===== src/rtl/step_seq_mixer_if.sv =====
// Bus between the keypad/mode controller, the step sequencer core and the
// sample player / PWM side. Controller is the master; the core is the slave.
interface step_seq_mixer_if #(
  parameter int N_CH      = 4,
  parameter int N_STEPS   = 8,
  parameter int PW        = 20,
  parameter int SW        = 8,
  parameter int OUT_SHIFT = 2
);
  localparam int IW = (N_STEPS > 1) ? $clog2(N_STEPS) : 1;

  logic [1:0]              mode;
  logic                    cur_left;
  logic                    cur_right;
  logic [N_CH-1:0]         tgl;
  logic [N_CH-1:0]         raw_trig;
  logic [N_CH-1:0]         mute;
  logic [PW-1:0]           step_period;
  logic [PW-1:0]           gate_len;
  logic [N_CH*SW-1:0]      smpl_in;
  logic [N_STEPS-1:0]      step_onehot;
  logic [IW-1:0]           step_idx;
  logic [N_STEPS*N_CH-1:0] pattern;
  logic [N_CH-1:0]         gate;
  logic                    step_tick;
  logic [SW-OUT_SHIFT-1:0] mix_out;

  modport master (
    output mode, cur_left, cur_right, tgl, raw_trig, mute,
           step_period, gate_len, smpl_in,
    input  step_onehot, step_idx, pattern, gate, step_tick, mix_out
  );

  modport slave (
    input  mode, cur_left, cur_right, tgl, raw_trig, mute,
           step_period, gate_len, smpl_in,
    output step_onehot, step_idx, pattern, gate, step_tick, mix_out
  );
endinterface


===== src/rtl/step_seq_mixer.sv =====
// Drum step sequencer core: cursor-edited trigger pattern, timed playback
// with programmable step period and gate length, and an N-channel mixer that
// saturates the full sum and emits offset-binary samples for the PWM stage.
module step_seq_mixer #(
  parameter int N_CH      = 4,
  parameter int N_STEPS   = 8,
  parameter int PW        = 20,
  parameter int SW        = 8,
  parameter int OUT_SHIFT = 2
) (
  input logic             clk,
  input logic             rst,
  step_seq_mixer_if.slave bus
);
  localparam int IW    = (N_STEPS > 1) ? $clog2(N_STEPS) : 1;
  localparam int MW    = SW - OUT_SHIFT;
  localparam int ACC_W = SW + $clog2(N_CH);

  localparam logic [IW-1:0]           LAST_STEP = IW'(N_STEPS - 1);
  localparam logic [MW-1:0]           MIX_ZERO  = MW'(1) << (MW - 1);
  localparam logic signed [ACC_W-1:0] SAT_HI    = ACC_W'((1 << (SW - 1)) - 1);
  localparam logic signed [ACC_W-1:0] SAT_LO    = ACC_W'(-(1 << (SW - 1)));

  typedef enum logic [1:0] {
    MODE_EDIT  = 2'b00,
    MODE_PLAY  = 2'b01,
    MODE_RAW   = 2'b10,
    MODE_PAUSE = 2'b11
  } mode_t;

  mode_t mode;
  assign mode = mode_t'(bus.mode);

  // Sequencer state
  logic [IW-1:0]           cursor, cursor_d;
  logic [IW-1:0]           play_step, step_d;
  logic [PW-1:0]           cnt, cnt_d;
  logic [N_STEPS*N_CH-1:0] pattern_q, pattern_d;
  logic [PW-1:0]           cnt_last;
  logic [N_CH-1:0]         cur_row, play_row;

  // Registered outputs
  logic [N_CH-1:0]         gate_p0, gate_p1;
  logic                    tick_p0, tick_p1;
  logic signed [ACC_W-1:0] mix_sum_p0;
  logic signed [SW-1:0]    smp_p0;
  logic signed [SW-1:0]    mix_sat_p0;
  logic [MW-1:0]           mix_p0, mix_p1;

  function automatic logic [IW-1:0] wrap_inc(input logic [IW-1:0] v);
    return (v == LAST_STEP) ? '0 : v + IW'(1);
  endfunction

  function automatic logic [IW-1:0] wrap_dec(input logic [IW-1:0] v);
    return (v == '0) ? LAST_STEP : v - IW'(1);
  endfunction

  // Only the final sum is clamped; channels are never saturated pairwise.
  function automatic logic signed [SW-1:0] sat_clamp(input logic signed [ACC_W-1:0] v);
    if (v > SAT_HI)      return SAT_HI[SW-1:0];
    else if (v < SAT_LO) return SAT_LO[SW-1:0];
    else                 return v[SW-1:0];
  endfunction

  // Next-state for cursor, pattern, step counter, gate and step tick
  always_comb begin
    cursor_d  = cursor;
    step_d    = play_step;
    cnt_d     = cnt;
    pattern_d = pattern_q;
    gate_p0   = '0;
    tick_p0   = 1'b0;
    cur_row   = pattern_q[int'(cursor)*N_CH +: N_CH];
    play_row  = pattern_q[int'(play_step)*N_CH +: N_CH];
    // A step_period of 0 behaves as 1; a counter already past the new
    // compare value wraps on the next cycle.
    cnt_last  = (bus.step_period == '0) ? '0 : bus.step_period - PW'(1);
    unique case (mode)
      MODE_EDIT: begin
        // Toggle lands on the cursor as it was before any move this cycle.
        pattern_d[int'(cursor)*N_CH +: N_CH] = cur_row ^ bus.tgl;
        if (bus.cur_left && !bus.cur_right)
          cursor_d = wrap_inc(cursor);
        else if (bus.cur_right && !bus.cur_left)
          cursor_d = wrap_dec(cursor);
        cnt_d  = '0;
        step_d = '0;
      end
      MODE_PLAY: begin
        gate_p0 = (play_row & {N_CH{cnt < bus.gate_len}}) | bus.raw_trig;
        if (cnt >= cnt_last) begin
          cnt_d   = '0;
          step_d  = wrap_inc(play_step);
          tick_p0 = 1'b1;
        end else begin
          cnt_d = cnt + PW'(1);
        end
      end
      MODE_RAW: begin
        gate_p0 = bus.raw_trig;
        cnt_d   = '0;
        step_d  = '0;
      end
      default: begin
        // PAUSE: counter and step frozen so PLAY can resume in place.
        gate_p0 = bus.raw_trig;
      end
    endcase
  end

  // Sequencer registers, cleared immediately by reset
  always_ff @(posedge clk or negedge rst) begin
    if (!rst) begin
      cursor    <= '0;
      play_step <= '0;
      cnt       <= '0;
      pattern_q <= '0;
      gate_p1   <= '0;
      tick_p1   <= 1'b0;
    end else begin
      cursor    <= cursor_d;
      play_step <= step_d;
      cnt       <= cnt_d;
      pattern_q <= pattern_d;
      gate_p1   <= gate_p0;
      tick_p1   <= tick_p0;
    end
  end

  // Mixer sum of unmuted sign-extended channels, clamp, then offset binary
  always_comb begin
    mix_sum_p0 = '0;
    smp_p0     = '0;
    for (int c = 0; c < N_CH; c++) begin
      smp_p0 = bus.smpl_in[c*SW +: SW];
      if (!bus.mute[c])
        mix_sum_p0 = mix_sum_p0 + ACC_W'(smp_p0);
    end
    mix_sat_p0 = sat_clamp(mix_sum_p0);
    mix_p0     = MW'({~mix_sat_p0[SW-1], mix_sat_p0[SW-2:0]} >> OUT_SHIFT);
  end

  // ---- stage p0 -> p1: mixer output register ----
  always_ff @(posedge clk or negedge rst) begin
    if (!rst) mix_p1 <= MIX_ZERO;
    else      mix_p1 <= mix_p0;
  end

  assign bus.step_idx    = (mode == MODE_EDIT) ? cursor : play_step;
  assign bus.step_onehot = N_STEPS'(1) << bus.step_idx;
  assign bus.pattern     = pattern_q;
  assign bus.gate        = gate_p1;
  assign bus.step_tick   = tick_p1;
  assign bus.mix_out     = mix_p1;
endmodule


===== src/flat_wrapper.sv =====
// flat-port wrapper written by rule: the top's interface ports become plain ports
module step_seq_mixer_flat 
#(
  parameter int N_CH      = 4,
  parameter int N_STEPS   = 8,
  parameter int PW        = 20,
  parameter int SW        = 8,
  parameter int OUT_SHIFT = 2
)
  (clk, rst, bus_mode, bus_cur_left, bus_cur_right, bus_tgl, bus_raw_trig, bus_mute, bus_step_period, bus_gate_len, bus_smpl_in, bus_step_onehot, bus_step_idx, bus_pattern, bus_gate, bus_step_tick, bus_mix_out);
  step_seq_mixer_if #(.N_CH(N_CH), .N_STEPS(N_STEPS), .PW(PW), .SW(SW), .OUT_SHIFT(OUT_SHIFT)) bus_i ();
  input logic clk;
  input logic rst;
  input wire logic [$bits(bus_i.mode)-1:0] bus_mode;
  input wire logic [$bits(bus_i.cur_left)-1:0] bus_cur_left;
  input wire logic [$bits(bus_i.cur_right)-1:0] bus_cur_right;
  input wire logic [$bits(bus_i.tgl)-1:0] bus_tgl;
  input wire logic [$bits(bus_i.raw_trig)-1:0] bus_raw_trig;
  input wire logic [$bits(bus_i.mute)-1:0] bus_mute;
  input wire logic [$bits(bus_i.step_period)-1:0] bus_step_period;
  input wire logic [$bits(bus_i.gate_len)-1:0] bus_gate_len;
  input wire logic [$bits(bus_i.smpl_in)-1:0] bus_smpl_in;
  output wire logic [$bits(bus_i.step_onehot)-1:0] bus_step_onehot;
  output wire logic [$bits(bus_i.step_idx)-1:0] bus_step_idx;
  output wire logic [$bits(bus_i.pattern)-1:0] bus_pattern;
  output wire logic [$bits(bus_i.gate)-1:0] bus_gate;
  output wire logic [$bits(bus_i.step_tick)-1:0] bus_step_tick;
  output wire logic [$bits(bus_i.mix_out)-1:0] bus_mix_out;
  assign bus_i.mode = bus_mode;
  assign bus_i.cur_left = bus_cur_left;
  assign bus_i.cur_right = bus_cur_right;
  assign bus_i.tgl = bus_tgl;
  assign bus_i.raw_trig = bus_raw_trig;
  assign bus_i.mute = bus_mute;
  assign bus_i.step_period = bus_step_period;
  assign bus_i.gate_len = bus_gate_len;
  assign bus_i.smpl_in = bus_smpl_in;
  assign bus_step_onehot = bus_i.step_onehot;
  assign bus_step_idx = bus_i.step_idx;
  assign bus_pattern = bus_i.pattern;
  assign bus_gate = bus_i.gate;
  assign bus_step_tick = bus_i.step_tick;
  assign bus_mix_out = bus_i.mix_out;
  step_seq_mixer #(.N_CH(N_CH), .N_STEPS(N_STEPS), .PW(PW), .SW(SW), .OUT_SHIFT(OUT_SHIFT)) u_core (.clk(clk), .rst(rst), .bus(bus_i));
endmodule

===== config.mk =====
export PLATFORM = sky130hd
export DESIGN_NAME = step_seq_mixer_flat
export DESIGN_NICKNAME = d
export VERILOG_FILES = /design/src/rtl/step_seq_mixer_if.sv /design/src/rtl/step_seq_mixer.sv /design/src/flat_wrapper.sv
export SDC_FILE = /design/constraint.sdc
export NUM_CORES = 1
export LEC_CHECK = 0
export CAP_MARGIN = 5
export CORE_UTILIZATION = 47
export CTS_CLUSTER_DIAMETER = 30
export CTS_CLUSTER_SIZE = 30
export DETAILED_ROUTE_END_ITERATION = 8
export HOLD_SLACK_MARGIN = 0.06
export PLACE_DENSITY = 0.78
export SETUP_SLACK_MARGIN = 0.05
export SYNTH_ARGS = -nofsm -noshare
export SYNTH_HDL_FRONTEND = slang
export SYNTH_SLANG_ARGS = --single-unit

===== constraint.sdc =====
create_clock -name clk -period 2.7 [get_ports clk]
set_input_delay 0.54 -clock clk [delete_from_list [all_inputs] [get_ports clk]]
set_output_delay 0.54 -clock clk [all_outputs]
set_load 0.005 [all_outputs]

==> out/qor.csv <==
metric,value,unit
timing.setup.tns,-41.42,ns
synth_top_area_cell,dfrtp_1,
syn_to_final_growth,54.7,%
cap_violations,0,
async_flop_share,1.00,
wirelength,21300,um
end_kind,flop,
clock_sink_count,69,
crit_type,input port to flop,
clock_skew,0.00527,ns
worstMarginPinSlew,0.616,ns
synth_ff_type,dfrtp_1,
fp-row-count,42,
die_h,120,um
drtAntennaViolNets,0,
htree_levels,3,
yosys_warnings,0,
syn_nets,914,
mostFrequentLayoutCell,buf_4,
status,finished with violations,
track_usage,0.285,
ys_ff_latch,69,
crit_family,compound AO/OA/AOI/OAI gates,
finalSetupViolCount,30,
ctsHoldBuffers,0,
drtIter0Drc,483,
synthTopCellsByArea,"dfrtp_1 26%, ha_1 15%, mux4_2 5.5%",
place_hpwl,14800,um
clk_path_buf_depth,2,
vias,6994,
port_buffers,143,
slowest_delay,0.39,ns
cp_slowest_cell,fa_2,
finalHoldViolCount,0,
grt_pass1_vias,7093,
grt_max_degree,70,
yosysUniqueCellTypes,62,
synth_top_area_share,0.258,
powerDensity,537,nW/um^2
fill_cells,915,
syn_area,6590,sq um
final_cell_mix,"132 x buf_4, 114 x clkdlybuf4s50_1, 68 x dfrtp_1, 67 x ha_1, 60 x nand2_1",
vdd_ir_drop_max,0.000503,V
wl_per_cell,17.7,um
rsz0062_at_grt,yes,
fin_ws,-1.83,ns
cts_tree,built,
viasPerCell,5.81,
clk_pin_slew,0.05,ns
place_congestion,0.853,
arrival,4.74,ns
cp_cell_sequence,"buf_12, nor2b_4, ha_4, inv_2, fa_2, nor2b_4, nor3_2, nor2_1, xnor2_1, o21ai_1, ha_1, buf_4, a21oi_1, o21ai_0, o31a_1, xnor2_1, o211ai_1, ha_1, o211a_1, a221oi_2, mux2i_1, xnor3_2, a21oi_4, a21oi_1",
min_period_over_period,1.68,
failed_checks,setup timing,
root_buffer,clkbuf_16,
core,13500,sq um
route.detailed.drc,0,
start_util,0.490,
start_kind,input port,
die_area,14500,sq um
firstDrtPassIters,6,
slew-limit-headroom,0.589,
die_w,120,um
cts_buffers,9,
fin_nets,1192,
synth_cells,744,
drive_above_1_share,0.301,
overflow,0,
max_freq,221,MHz
antenna_found_initial,0,
seq_area_frac_synth,0.262,
power,5.47,mW
synth_edf_count,0,
leakage,4.81,nW
required,2.91,ns
ioPinCount,144,
fin_crit,4.53,ns
grt_pass1_wl,32800,um
path_buf_inv,3,
hold_class,input port to async pin,
syn_area_per_cell,8.85,sq um
antenna_cells,0,
maxSlewViolCount,0,
clock_latency,0.34,ns
cp_max_fo,5,
==> path summary, 6_finish.rpt <==
check | startpoint | endpoint | slack, ns | cells after the start
min | rst | u_core.cnt[14] | 0.21 | 2
min in group clk | u_core.bus.pattern[3] | u_core.bus.pattern[3] | 0.55 | 2
max reg2reg | u_core.cnt[0] | u_core.cnt[18] | -0.07 | 10
max in group asynchronous | rst | u_core.bus.mix_out[5] | 2.13 | 2
max | bus_mute[0] | u_core.bus.mix_out[1] | -1.83 | 24
min reg2reg | u_core.bus.pattern[3] | u_core.bus.pattern[3] | 0.55 | 2
==> stage by stage <==
stage               worst slack, ns  cells   util  cell area [sq um]  hold slack, ns
CTS                           -1.81   1199  0.740               9960           0.238
global placement              -2.60   1160  0.686               9220           0.516
finish                        -1.83   1203  0.757              10200           0.215
floorplan                     -1.86    744      -               6750           0.244
global route                  -2.10   1203  0.757              10200           0.238
detailed placement            -2.75   1160  0.686               9220           0.535
==> sequential cells by signal (all words and copies together), names as in the netlist <==
register,cells
u_core.bus.gate,4
u_core.play_step,3
u_core.cnt,20
u_core.cursor,3
u_core.bus.mix_out,6
u_core.bus.pattern,32
u_core.bus.step_tick,1
==> routing by layer <==
layer | up-vias | part of all wire | track usage
met5 | - | 0 | 0
met4 | 0 | 0.036 | 0.118
met3 | 90 | 0.058 | 0.0528
met2 | 303 | 0.51 | 0.513
met1 | 3320 | 0.40 | 0.330
li1 | 3281 | - | -
==> cells by family after synthesis <==
family | synth area share
simple gates | 0.197
flops | 0.262
buf+inv | 0.0425
xor+xnor | 0.0446
compound gates | 0.166
fa+ha+maj | 0.155
mux | 0.132
==> cell usage after synthesis (16+ instances only) <==
master,number
a31oi_1,31
a21o_1,19
clkbuf_1,17
nor3_1,21
a21oi_1,34
o21ai_0,41
nand3_1,21
mux2_2,30
mux2i_1,17
xor2_1,19
nor2_1,52
ha_1,77
nor2b_1,25
nand2_1,65
mux4_2,16
inv_1,51
dfrtp_1,68
==> final cells by class <==
type	count	area [sq um]	area share
flip-flops and latches	69	1730	0.170
inverters	52	195	0.0192
clock inverters	6	38.8	0.00381
multi-input cells	601	5150	0.505
repair buffers	289	2620	0.257
clock buffers	10	239	0.0235
well taps	176	220	0.0216
==> report_power, final <==
part,switching [mW],total [mW],leakage (nW),internal (mW)
clock network,0.460,1.10,0.134,0.642
logic,1.30,2.83,3.75,1.53
registers,0.261,1.54,0.925,1.28
total,2.02,5.47,4.81,3.45
==> what timing repair did <==
| item | 4_1_cts | 5_1_grt |
|---|---|---|
| setup buffers | 22 | 5 |
| pin swaps | 53 | 25 |
| endpoints found under the setup margin | 45 | 33 |
| hold endpoints to repair | 0 | 0 |
| gates resized for setup | 112 | 39 |
| cloned | 2 | 0 |
(Power assumes the default switching activity.)
